## config.mk

```make
export PLATFORM = sky130hd
export DESIGN_NAME = cpu_mul_seq_flat
export DESIGN_NICKNAME = d
export VERILOG_FILES = /design/src/rtl/cpu_mul_seq_pkg.sv /design/src/rtl/cpu_mul_seq_if.sv /design/src/rtl/cpu_mul_seq_pp16.sv /design/src/rtl/cpu_mul_seq.sv /design/src/flat_wrapper.sv
export SDC_FILE = /design/constraint.sdc
export NUM_CORES = 1
export LEC_CHECK = 0
export CORE_MARGIN = 2
export CORE_UTILIZATION = 30
export CTS_CLUSTER_DIAMETER = 80
export CTS_CLUSTER_SIZE = 14
export DETAILED_ROUTE_END_ITERATION = 16
export SETUP_SLACK_MARGIN = 0.02
export SYNTH_ARGS = -nofsm -noshare
export SYNTH_HDL_FRONTEND = slang
export SYNTH_SLANG_ARGS = --single-unit
```

## constraint.sdc

```tcl
create_clock -name clk -period 8.5 [get_ports clk]
set_input_delay 0.85 -clock clk [delete_from_list [all_inputs] [get_ports clk]]
set_output_delay 0.85 -clock clk [all_outputs]
set_load 0.05 [all_outputs]
```

## src/rtl/cpu_mul_seq_pkg.sv

```systemverilog
// cpu_mul_pkg: shared op encodings, sequencer state enum and default
// partial-product cell latency for the cpu_mul_seq multiply sequencer.
package cpu_mul_pkg;

    localparam logic [1:0] OP_MUL    = 2'b00;
    localparam logic [1:0] OP_MULXUU = 2'b01;
    localparam logic [1:0] OP_MULXSS = 2'b10;
    localparam logic [1:0] OP_MULXSU = 2'b11;

    localparam int PP_LAT_DEF = 1;

    typedef enum logic [2:0] {
        IDLE  = 3'd0,
        ISSUE = 3'd1,
        DRAIN = 3'd2,
        FIX   = 3'd3,
        RESP  = 3'd4
    } state_t;

    // Shift code carried with each partial product:
    // k=0 -> 0 (x1), k=1,2 -> 1 (x2^16), k=3 -> 2 (x2^32).
    function automatic logic [1:0] pp_shift(input logic [1:0] k);
        return {k[1] & k[0], k[1] ^ k[0]};
    endfunction

endpackage

```

## src/rtl/cpu_mul_seq_if.sv

```systemverilog
// cpu_mul_seq_if: request/response handshake bundle between the M-stage
// issue logic (master) and the multiply sequencer (slave).
interface cpu_mul_seq_if;

    logic        req_valid;
    logic        req_ready;
    logic [1:0]  req_op;
    logic [31:0] req_src1;
    logic [31:0] req_src2;
    logic        rsp_valid;
    logic        rsp_ready;
    logic [31:0] rsp_result;
    logic        busy;

    modport master (
        output req_valid, req_op, req_src1, req_src2, rsp_ready,
        input  req_ready, rsp_valid, rsp_result, busy
    );

    modport slave (
        input  req_valid, req_op, req_src1, req_src2, rsp_ready,
        output req_ready, rsp_valid, rsp_result, busy
    );

endinterface

```

## src/rtl/cpu_mul_seq_pp16.sv

```systemverilog
// cpu_mul_pp16: registered 16x16 unsigned multiplier, PP_LAT register
// stages deep; intended to map onto a single DSP multiplier.
module cpu_mul_pp16 #(
    parameter int PP_LAT = 1
) (
    input  logic        clk,
    input  logic        reset_n,
    input  logic [15:0] i_a,
    input  logic [15:0] i_b,
    output logic [31:0] o_p
);

    logic [PP_LAT-1:0][31:0] r_pipe;

    // Product enters stage 0, then shifts through the remaining stages.
    always_ff @(posedge clk or negedge reset_n) begin
        if (!reset_n) begin
            r_pipe <= '0;
        end else begin
            r_pipe[0] <= {16'b0, i_a} * {16'b0, i_b};
            for (int i = 1; i < PP_LAT; i++) begin
                r_pipe[i] <= r_pipe[i-1];
            end
        end
    end

    assign o_p = r_pipe[PP_LAT-1];

endmodule

```

## src/rtl/cpu_mul_seq.sv

```systemverilog
// cpu_mul_seq: multi-cycle 32x32 multiply built from 16x16 partial
// products. Define CPU_MUL_SEQ_SIGNED_EN to enable signed high-word
// correction for MULXSS/MULXSU; without it they return the unsigned high word.
module cpu_mul_seq
    import cpu_mul_pkg::*;
#(
    parameter int PP_LAT = PP_LAT_DEF
) (
    input  logic         clk,
    input  logic         reset_n,
    cpu_mul_seq_if.slave bus
);

    state_t                r_state;
    logic [1:0]            r_op;
    logic [31:0]           r_a;
    logic [31:0]           r_b;
    logic [63:0]           r_acc;
    logic [1:0]            r_k;
    logic [1:0]            r_dcnt;
    logic [31:0]           r_rsp_result;
    logic [PP_LAT:1]       r_vld_pipe;
    logic [PP_LAT:1][1:0]  r_sh_pipe;

    logic                  w_issue;
    logic [1:0]            w_last_k;
    logic [15:0]           w_pp_a;
    logic [15:0]           w_pp_b;
    logic [31:0]           w_pp_p;
    logic [63:0]           w_pp_sh;
    logic [31:0]           w_hi;

    // MUL needs only the three products that reach the low word.
    assign w_last_k = (r_op == OP_MUL) ? 2'd2 : 2'd3;
    assign w_issue  = (r_state == ISSUE);

    // k[0] picks the A half, k[1] the B half: aL*bL, aH*bL, aL*bH, aH*bH.
    assign w_pp_a = r_k[0] ? r_a[31:16] : r_a[15:0];
    assign w_pp_b = r_k[1] ? r_b[31:16] : r_b[15:0];

    cpu_mul_pp16 #(.PP_LAT(PP_LAT)) u_pp (
        .clk     (clk),
        .reset_n (reset_n),
        .i_a     (w_pp_a),
        .i_b     (w_pp_b),
        .o_p     (w_pp_p)
    );

    // Product aligned by the shift code travelling with it (0/16/32).
    assign w_pp_sh = {32'b0, w_pp_p} << {r_sh_pipe[PP_LAT], 4'b0000};

    // Sign correction on the unsigned high word, mod 2^32.
    always_comb begin
        w_hi = r_acc[63:32];
`ifdef CPU_MUL_SEQ_SIGNED_EN
        if ((r_op == OP_MULXSS || r_op == OP_MULXSU) && r_a[31])
            w_hi = w_hi - r_b;
        if ((r_op == OP_MULXSS) && r_b[31])
            w_hi = w_hi - r_a;
`endif
    end

    // Tag pipeline: valid and shift code track each product through the cell.
    always_ff @(posedge clk or negedge reset_n) begin
        if (!reset_n) begin
            r_vld_pipe <= '0;
            r_sh_pipe  <= '0;
        end else begin
            r_vld_pipe[1] <= w_issue;
            r_sh_pipe[1]  <= pp_shift(r_k);
            for (int i = 2; i <= PP_LAT; i++) begin
                r_vld_pipe[i] <= r_vld_pipe[i-1];
                r_sh_pipe[i]  <= r_sh_pipe[i-1];
            end
        end
    end

    // Sequencer FSM, operand capture, accumulation and result register.
    always_ff @(posedge clk or negedge reset_n) begin
        if (!reset_n) begin
            r_state      <= IDLE;
            r_op         <= '0;
            r_a          <= '0;
            r_b          <= '0;
            r_acc        <= '0;
            r_k          <= '0;
            r_dcnt       <= '0;
            r_rsp_result <= '0;
        end else begin
            if (r_vld_pipe[PP_LAT])
                r_acc <= r_acc + w_pp_sh;
            case (r_state)
                IDLE: begin
                    if (bus.req_valid) begin
                        r_op    <= bus.req_op;
                        r_a     <= bus.req_src1;
                        r_b     <= bus.req_src2;
                        r_acc   <= '0;
                        r_k     <= '0;
                        r_state <= ISSUE;
                    end
                end
                ISSUE: begin
                    r_k <= r_k + 2'd1;
                    if (r_k == w_last_k) begin
                        r_dcnt  <= '0;
                        r_state <= DRAIN;
                    end
                end
                DRAIN: begin
                    r_dcnt <= r_dcnt + 2'd1;
                    if (r_dcnt == 2'(PP_LAT - 1))
                        r_state <= FIX;
                end
                FIX: begin
                    r_rsp_result <= (r_op == OP_MUL) ? r_acc[31:0] : w_hi;
                    r_state      <= RESP;
                end
                RESP: begin
                    if (bus.rsp_ready)
                        r_state <= IDLE;
                end
                default: r_state <= IDLE;
            endcase
        end
    end

    assign bus.req_ready  = (r_state == IDLE);
    assign bus.rsp_valid  = (r_state == RESP);
    assign bus.busy       = (r_state != IDLE);
    assign bus.rsp_result = r_rsp_result;

endmodule

```

## src/flat_wrapper.sv

```systemverilog
// flat-port wrapper written by rule: the top's interface ports become plain ports
module cpu_mul_seq_flat import cpu_mul_pkg::*;
#(
    parameter int PP_LAT = PP_LAT_DEF
)
  (clk, reset_n, bus_req_valid, bus_req_op, bus_req_src1, bus_req_src2, bus_rsp_ready, bus_req_ready, bus_rsp_valid, bus_rsp_result, bus_busy);
  cpu_mul_seq_if bus_i ();
  input  logic clk;
  input  logic reset_n;
  input wire logic [$bits(bus_i.req_valid)-1:0] bus_req_valid;
  input wire logic [$bits(bus_i.req_op)-1:0] bus_req_op;
  input wire logic [$bits(bus_i.req_src1)-1:0] bus_req_src1;
  input wire logic [$bits(bus_i.req_src2)-1:0] bus_req_src2;
  input wire logic [$bits(bus_i.rsp_ready)-1:0] bus_rsp_ready;
  output wire logic [$bits(bus_i.req_ready)-1:0] bus_req_ready;
  output wire logic [$bits(bus_i.rsp_valid)-1:0] bus_rsp_valid;
  output wire logic [$bits(bus_i.rsp_result)-1:0] bus_rsp_result;
  output wire logic [$bits(bus_i.busy)-1:0] bus_busy;
  assign bus_i.req_valid = bus_req_valid;
  assign bus_i.req_op = bus_req_op;
  assign bus_i.req_src1 = bus_req_src1;
  assign bus_i.req_src2 = bus_req_src2;
  assign bus_i.rsp_ready = bus_rsp_ready;
  assign bus_req_ready = bus_i.req_ready;
  assign bus_rsp_valid = bus_i.rsp_valid;
  assign bus_rsp_result = bus_i.rsp_result;
  assign bus_busy = bus_i.busy;
  cpu_mul_seq #(.PP_LAT(PP_LAT)) u_core (.clk(clk), .reset_n(reset_n), .bus(bus_i));
endmodule
```

==> results.toml, run 1 <==
[sta]
tns_ns = 0
slew_violations = 0
fin_crit_sh = 0.871
finClkSkew_ns = 0.0411
min_period_ns = 7.40
tightestPinTransition_ns = 1.11
maxSlewHeadroom = 0.262
max_freq_ghz = 0.135
setup_viol = 0
rsz0062_at_grt = "no"
hold_violations = 0

[worst_setup_path]
critPathMaxFanout = 15
slowest_stage = "dfrtp_1"
crit_start = "u_core.r_k[0]"
crit_type = "reg -> reg"
cp_data_required_time_ns = 8.95
cp-start-kind = "register"
crit_arrival_ns = 7.85
path_common_cell = "fa_1"
worstRegToRegCells = 24
max_stage_delay_ns = 0.78
end_kind = "register"
r2r-end = "u_core.u_pp.o_p[31]"
worst-path-buf-inv = 6
worstPathCellList = "buf_4 > mux2i_1 > nor2_1 > fa_1 > inv_1 > fa_1 > inv_1 > fa_1 > fa_1 > fa_1 > inv_1 > fa_1 > inv_1 > ha_1 > inv_1 > o21ai_0 > a211o_1 > a221oi_1 > o21ai_0 > a21oi_1 > o211ai_1 > a31o_2 > a21oi_1 > xnor2_1"
crit_path_end = "u_core.u_pp.o_p[31]"
rrSetupSlack_ns = 1.10
crit_family = "adder cells"
worst-path-stages = 24
worst_r2r_startpoint = "u_core.r_k[0]"

[route]
vias = 16500
vias_per_cell = 4.93
dr.pass1.iters = 7
drt_wl_total_um = 58000
ant_nets = 0
first_iter_violations = 1102
wl_per_cell_um = 17.4
drc_errors = 0

[synth]
synth-async-reset-ratio = 1.00
syn-cell-area_um2 = 20700
synth_compound_area_frac = 0.118
synth-adder-area-share = 0.291
synth_xor_area_frac = 0.0335
synth_ff_type = "dfrtp_1"
synthMuxAreaShare = 0.0753
synth-edff-count = 0
synth_cell_types = 70
synth-simple-area-share = 0.168
postSynthCellCount = 2383
synth_nets = 2817
synth_top_family_by_area = "adder cells"
synth.area.top_cells = "dfrtp_1, fa_1, ha_1"
yosysTopAreaCell = "dfrtp_1"
synth.avg_cell_area_um2 = 8.68
yosysSeqAreaShare = 0.247
ys_ff_latch = 204
yosysWarningCount = 0
yosysTopAreaCellShare = 0.247

[placed_design]
place.gp.congestion = 0.984
hpwl_um = 46900
place_area_um2 = 22700
io_buffers = 104

[clock_tree]
cts_buffer_depth = 3
clockRootBuffer = "clkbuf_16"
htree_num_levels = 1
cts_setup_buffers = 0
clkLatencyLatePin_ns = 0.57
cts_buffers = 22
cts_resized = 0
cts_tree = "done"
hold_buffers = 0
cts_sinks = 204
path_clk_slew_ns = 0.07

[global_routing]
grt.busiest_layer = "met2"
grt_pass1_vias = 16300
gr-usage-met2 = 0.282
track_usage = 0.162
antenna_found_initial = 0
globalRouteOverflowTotal = 0
use_met1 = 0.208
met3_usage = 0.0203
grt_pass1_wl_um = 90600
grt_max_degree = 96

[worst_hold_path]
hold_path.class = "in -> async"

[outcome]
status = "finished, final reports clean"

[finish]
final_util = 0.342
fin_nets = 2883
diodes = 0
drive_above_1_share = 0.0476
syn_to_final_growth_pct = 13.2
design_area_um2 = 23400
fillers = 7252

[floorplan]
start_util = 0.302
core-area_um2 = 68500
fp.dieH_um = 267
die_w_um = 267
std_cell_rows = 96
io_pins = 105
die_area_um2 = 71000

[run]
drv_cap = 0
==> cell type report <==
cell class / instances / area [µm²] / share of cell area
multi-input cells: 1812 / 14200 / 0.606
flip-flops and latches: 204 / 5110 / 0.218
repair buffers: 135 / 1280 / 0.0546
well taps: 882 / 1100 / 0.0471
inverters: 274 / 1030 / 0.0439
clock buffers: 26 / 586 / 0.0250
clock inverters: 8 / 111 / 0.00476
==> flip-flops by register name, summed over array words and instances, names as in the netlist <==
signal and cells:
u_core.r_k 2, u_core.r_state 3, u_core.bus.rsp_result 32, u_core.r_dcnt 2, u_core.r_b 32, u_core.r_a 32
u_core.r_sh_pipe 2, u_core.r_acc 64, u_core.u_pp.o_p 32, u_core.r_vld_pipe 1, u_core.r_op 2
==> kinds of logic (layout without fill, tap and decap cells) <==
logic type	after synthesis	after routing
simple gates	835	835
compound gates	382	382
buf+inv	367	443
fa+ha+maj	364	364
flops	204	204
mux	152	152
xor+xnor	79	79
==> how the worst min path moves through the flow <==
stage / from / to / slack (ns) / cells after the start
after detailed placement: u_core.r_b[21] / u_core.r_b[21] / 0.46 / 2
after global placement: u_core.r_b[21] / u_core.r_b[21] / 0.46 / 2
final: reset_n / u_core.bus.rsp_result[12] / 0.28 / 1
after global routing: reset_n / u_core.bus.rsp_result[12] / 0.35 / 1
after floorplan: u_core.r_b[4] / u_core.r_b[4] / 0.44 / 2
after CTS: reset_n / u_core.bus.rsp_result[12] / 0.32 / 1
==> Yosys cell counts (3+ instances only) <==
cell type and instances:
a21oi_1 110, nand2_1 446, or3_1 5, fa_1 195, and2_1 25, clkbuf_1 83, nor2b_1 4, ha_1 169
o22ai_1 3, a311oi_1 4, nor3b_1 3, a21o_1 49, a22o_1 16, nor2_1 257, a21boi_0 5, a211oi_1 14
a31o_2 4, xnor2_1 51, o31ai_1 4, mux2i_1 123, o21ai_1 7, nor3_1 11, xor2_1 28, mux2_2 29
and4_1 4, buf_1 5, a221oi_1 5, dfrtp_1 204, buf_2 5, nand2b_1 12, a31oi_1 9, o21ai_0 92
and3_1 10, nand3_1 17, o211ai_1 9, inv_1 273, o21bai_1 26, nand4_1 22, or2_2 4, nand3b_1 4
==> metal layers <==
layer  wire length [µm]  share of wire  vias to the layer above
li1                   -              -                     7931
met1              24900           0.43                     8103
met2              28600           0.49                      352
met3               2630          0.045                       86
met4               1880          0.032                        0
met5                  0              0                        -
==> layout by cell type (no fill, tap or decap), types with 5 or more instances in the layout <==
master,n
a211oi_1,14
a21boi_0,5
a21o_1,49
a21oi_1,110
a221oi_1,5
a22o_1,16
a31oi_1,9
and2_1,24
and3_1,10
buf_4,31
clkbuf_16,22
clkdlybuf4s50_1,103
dfrtp_1,203
fa_1,195
ha_1,169
inv_1,273
mux2_2,29
mux2i_1,123
nand2_1,445
nand2b_1,12
nand3_1,17
nand4_1,22
nor2_1,256
nor3_1,11
o211ai_1,9
o21ai_0,92
o21ai_1,7
o21bai_1,26
or3_1,5
xnor2_1,51
xor2_1,28
==> per-stage QoR <==
step	instances	hold WS (ns)	setup slack, ns
after floorplan	2383	0.445	1.27
after global placement	3307	0.458	1.37
after detailed placement	3307	0.463	1.23
after CTS	3341	0.323	1.19
after global routing	3341	0.348	0.701
final	3341	0.276	1.10
Power of run 1 is left out: the tool's default activity adds up to more than one toggle a clock period on the data nets, which glitch-free logic cannot reach.
==> run 2, diff against run 1 <==
--- a/config.mk
+++ b/config.mk
@@ -5,7 +5,7 @@
 export SDC_FILE = /design/constraint.sdc
 export NUM_CORES = 1
 export LEC_CHECK = 0
-export CORE_MARGIN = 2
+export CORE_MARGIN = 3
 export CORE_UTILIZATION = 30
 export CTS_CLUSTER_DIAMETER = 80
 export CTS_CLUSTER_SIZE = 14
==> run 2 against run 1 <==
Effect of this change:
- non-clock buffer count down 2
- register-to-register slack better by 0.19 ns
- count of clock-buffer cells in the layout shrank 2
- die area increased by 1.5%
- wire length grew 2.2%
- sequential share of layout area about the same
- core utilization grew 0.35 points
- global-route usage rose by 0.27 points
- setup slack better by 0.19 ns
- critical path depth is the same
- final area hardly changed
- hold slack improved by 0.017 ns
==> results.toml, run 2 (synthesis gave the netlist of run 1 again) <==
[route]
ant_nets = 0
vias_per_cell = 4.99
vias = 16600
drc_errors = 0
wl_per_cell_um = 17.8
first_iter_violations = 1011
dr.pass1.iters = 5
drt_wl_total_um = 59300

[clock_tree]
clockRootBuffer = "clkbuf_16"
cts_buffers = 22
htree_num_levels = 1
cts_resized = 0
clkLatencyLatePin_ns = 0.56
hold_buffers = 0
cts_buffer_depth = 3
cts_sinks = 204
path_clk_slew_ns = 0.07
cts_tree = "done"
cts_setup_buffers = 0

[worst_setup_path]
cp_data_required_time_ns = 8.95
crit_type = "reg -> reg"
critPathMaxFanout = 36
end_kind = "register"
cp-start-kind = "register"
crit_arrival_ns = 7.67

[sta]
tightestPinTransition_ns = 1.03
max_freq_ghz = 0.139
fin_crit_sh = 0.849
setup_viol = 0
hold_violations = 0
min_period_ns = 7.22
slew_violations = 0
rsz0062_at_grt = "no"
finClkSkew_ns = 0.0408
maxSlewHeadroom = 0.292
tns_ns = 0

[outcome]
status = "finished, final reports clean"

[placed_design]
io_buffers = 104
hpwl_um = 47500
place.gp.congestion = 0.946

[global_routing]
grt_pass1_wl_um = 93600
globalRouteOverflowTotal = 0
track_usage = 0.165
grt_max_degree = 95
antenna_found_initial = 2
grt_pass1_vias = 16600

[worst_hold_path]
hold_path.class = "in -> async"

[floorplan]
die_area_um2 = 72100
io_pins = 105
core-area_um2 = 67800
std_cell_rows = 95
fp.dieH_um = 269
die_w_um = 269
start_util = 0.305

[finish]
regArea_um2 = 5110
drive_above_1_share = 0.0472
fin_nets = 2881
top_register = "u_core.r_acc"
layout_common_cells = "nand2_1, inv_1, nor2_1"
diodes = 0
syn_to_final_growth_pct = 13.2
multi_input_area_um2 = 14200
largest_reg_flops = 64
fillers = 7080
final_common_cell = "nand2_1"

[run]
drv_cap = 0
## run 2: worst max-delay path, stage by stage (launching register included)
cell,delay [ns]
dfrtp_1,0.37
buf_12,0.23
mux2i_1,0.80
nor2_1,0.16
fa_1,0.54
inv_1,0.05
fa_1,0.39
fa_1,0.55
inv_1,0.06
fa_1,0.49
fa_1,0.49
inv_1,0.05
fa_1,0.47
inv_1,0.04
ha_1,0.36
a21oi_1,0.17
nor2_1,0.06
a211o_1,0.27
a221oi_1,0.26
o21ai_0,0.27
a21oi_1,0.33
o211ai_1,0.17
a31o_2,0.25
a21oi_1,0.16
xnor2_1,0.13
## run 2: cell type report
| class | count | share of cell area |
|---|---|---|
| multi-input combinational | 1812 | 0.607 |
| sequential | 204 | 0.218 |
| timing repair buffer | 133 | 0.0545 |
| tap | 873 | 0.0467 |
| inverter | 274 | 0.0439 |
| clock buffer | 24 | 0.0243 |
| clock inverter | 10 | 0.00593 |
## run 2: final timing paths
path	startpoint	endpoint	slack [ns]	cells after the start
max reg2reg	u_core.r_k[0]	u_core.u_pp.o_p[31]	1.28	24
max	u_core.r_k[0]	u_core.u_pp.o_p[31]	1.28	24
max in group asynchronous	reset_n	u_core.r_a[13]	6.78	2
min in group clk	u_core.bus.rsp_result[16]	u_core.bus.rsp_result[16]	0.47	2
min	reset_n	u_core.bus.rsp_result[9]	0.29	1
min reg2reg	u_core.bus.rsp_result[16]	u_core.bus.rsp_result[16]	0.47	2
## run 2: through the flow
stage                      util  cells  setup slack (ns)  hold WS (ns)  instance area, µm²
after detailed placement  0.335   3296              1.37         0.469               22700
after global routing      0.346   3330             0.909         0.360               23400
after global placement    0.335   3296              1.49         0.460               22700
after CTS                 0.346   3330              1.33         0.319               23400
after floorplan               -   2383              1.27         0.445               20700
final                     0.346   3330              1.28         0.293               23400
## run 2: layer usage
metal / part of all wire / GRT usage / wire (µm) / up-vias
met5: 0.00032 / 0 / 19 / -
met1: 0.43 / 0.216 / 25600 / 8259
met4: 0.027 / 0.0438 / 1590 / 2
met3: 0.037 / 0.0188 / 2180 / 87
met2: 0.50 / 0.288 / 29900 / 339
li1: - / - / - / 7936
Power of run 2 is left out for the same reason.
==> run 3, diff against run 2 <==
==> constraint.sdc (replaced) <==
create_clock -name clk -period 7 [get_ports clk]
set_input_delay 0.7 -clock clk [delete_from_list [all_inputs] [get_ports clk]]
set_output_delay 0.7 -clock clk [all_outputs]
set_load 0.05 [all_outputs]
==> run 3 against run 2 <==
Effect of this change:
- core utilization grew 0.19 points
- count of clock-buffer cells in the layout shrank 1
- fmax grew 8.4%
- critical path type unchanged
- setup slack lost 0.94 ns
- wire length grew 0.32%
- die area is the same
- non-clock buffer count grew 24
==> results.toml, run 3 (synthesis gave the netlist of run 1 again) <==
[sta]
setup_viol = 0
fin_ws_ns = 0.346
tns_ns = 0
max_freq_ghz = 0.150
tightestPinTransition_ns = 1.09
maxSlewHeadroom = 0.274
fin_crit_sh = 0.951
min_period_ns = 6.65
finClkSkew_ns = 0.0183
slew_violations = 0
hold_violations = 0
rsz0062_at_grt = "no"

[finish]
final_common_cell = "nand2_1"
multi_input_area_um2 = 14200
largest_reg_flops = 64
top_register = "u_core.r_acc"
fillers = 7082
regArea_um2 = 5110
diodes = 0
drive_above_1_share = 0.0557
fin_nets = 2904
layout_common_cells = "nand2_1, inv_1, nor2_1"
syn_to_final_growth_pct = 13.9

[worst_setup_path]
max_stage_delay_ns = 0.55
end_kind = "register"
path_common_cell = "fa_1"
slowest_stage = "fa_1"
worst-path-stages = 25
critPathMaxFanout = 36
worstRegToRegCells = 25
crit_type = "reg -> reg"
cp_data_required_time_ns = 7.43
worst-path-buf-inv = 6
crit_arrival_ns = 7.08
crit_family = "adder cells"
cp-start-kind = "register"

[clock_tree]
cts_setup_buffers = 0
clockRootBuffer = "clkbuf_16"
cts_tree = "done"
hold_buffers = 0
cts_buffers = 21
cts_buffer_depth = 3
path_clk_slew_ns = 0.07
clkLatencyLatePin_ns = 0.53
htree_num_levels = 1
cts_sinks = 204

[global_routing]
grt_max_degree = 133
grt_pass1_wl_um = 93700
grt_pass1_vias = 16800
track_usage = 0.165
globalRouteOverflowTotal = 0
antenna_found_initial = 0

[route]
first_iter_violations = 1054
ant_nets = 0
drt_wl_total_um = 59500
drc_errors = 0
dr.pass1.iters = 5
vias = 16600
wl_per_cell_um = 17.8
vias_per_cell = 4.95

[floorplan]
die_w_um = 269
fp.dieH_um = 269
start_util = 0.305
io_pins = 105
std_cell_rows = 95
core-area_um2 = 67800
die_area_um2 = 72100

[placed_design]
place.gp.congestion = 0.918
hpwl_um = 48100
dp_slack_ns = 0.259
io_buffers = 104

[outcome]
status = "finished, final reports clean"

[worst_hold_path]
hold_path.class = "in -> async"

[run]
drv_cap = 0
[run 3: area by class of cell]
cell class	count	area share
clock buffers	23	0.0226
clock inverters	7	0.00250
inverters	274	0.0437
multi-input cells	1812	0.604
flip-flops and latches	204	0.217
well taps	873	0.0464
repair buffers	157	0.0640
[run 3: repair_timing]
item / in CTS / in global routing
gates resized for setup: 0 / 8
endpoints found under the hold margin: 0 / 0
endpoints found under the setup margin: 0 / 1
[run 3: final timing paths]
check                                                from                   endpoint  slack (ns)
worst max-delay path                        u_core.r_k[0]        u_core.u_pp.o_p[31]        0.35
worst min-delay path                              reset_n   u_core.bus.rsp_result[4]        0.13
worst max register to register              u_core.r_k[0]        u_core.u_pp.o_p[31]        0.35
worst min register to register  u_core.bus.rsp_result[18]  u_core.bus.rsp_result[18]        0.47
max in group asynchronous                         reset_n             u_core.r_a[11]        5.63
min in group clk                u_core.bus.rsp_result[18]  u_core.bus.rsp_result[18]        0.47
[run 3: through the flow]
step	cells	area [µm²]	hold WS [ns]	util
after global routing	3350	23500	0.166	0.347
after detailed placement	3319	22900	0.469	0.338
after global placement	3319	22900	0.460	0.338
after CTS	3349	23500	0.141	0.347
after floorplan	2383	20700	0.404	-
final	3350	23500	0.135	0.347
[run 3: layer usage]
| metal | wire length (µm) | vias up | global-route usage |
|---|---|---|---|
| met5 | 0 | - | 0 |
| met4 | 2150 | 0 | 0.0561 |
| met3 | 2840 | 107 | 0.0164 |
| met2 | 29200 | 412 | 0.288 |
| met1 | 25300 | 8100 | 0.214 |
| li1 | - | 7979 | - |
Power of run 3 is left out for the same reason.
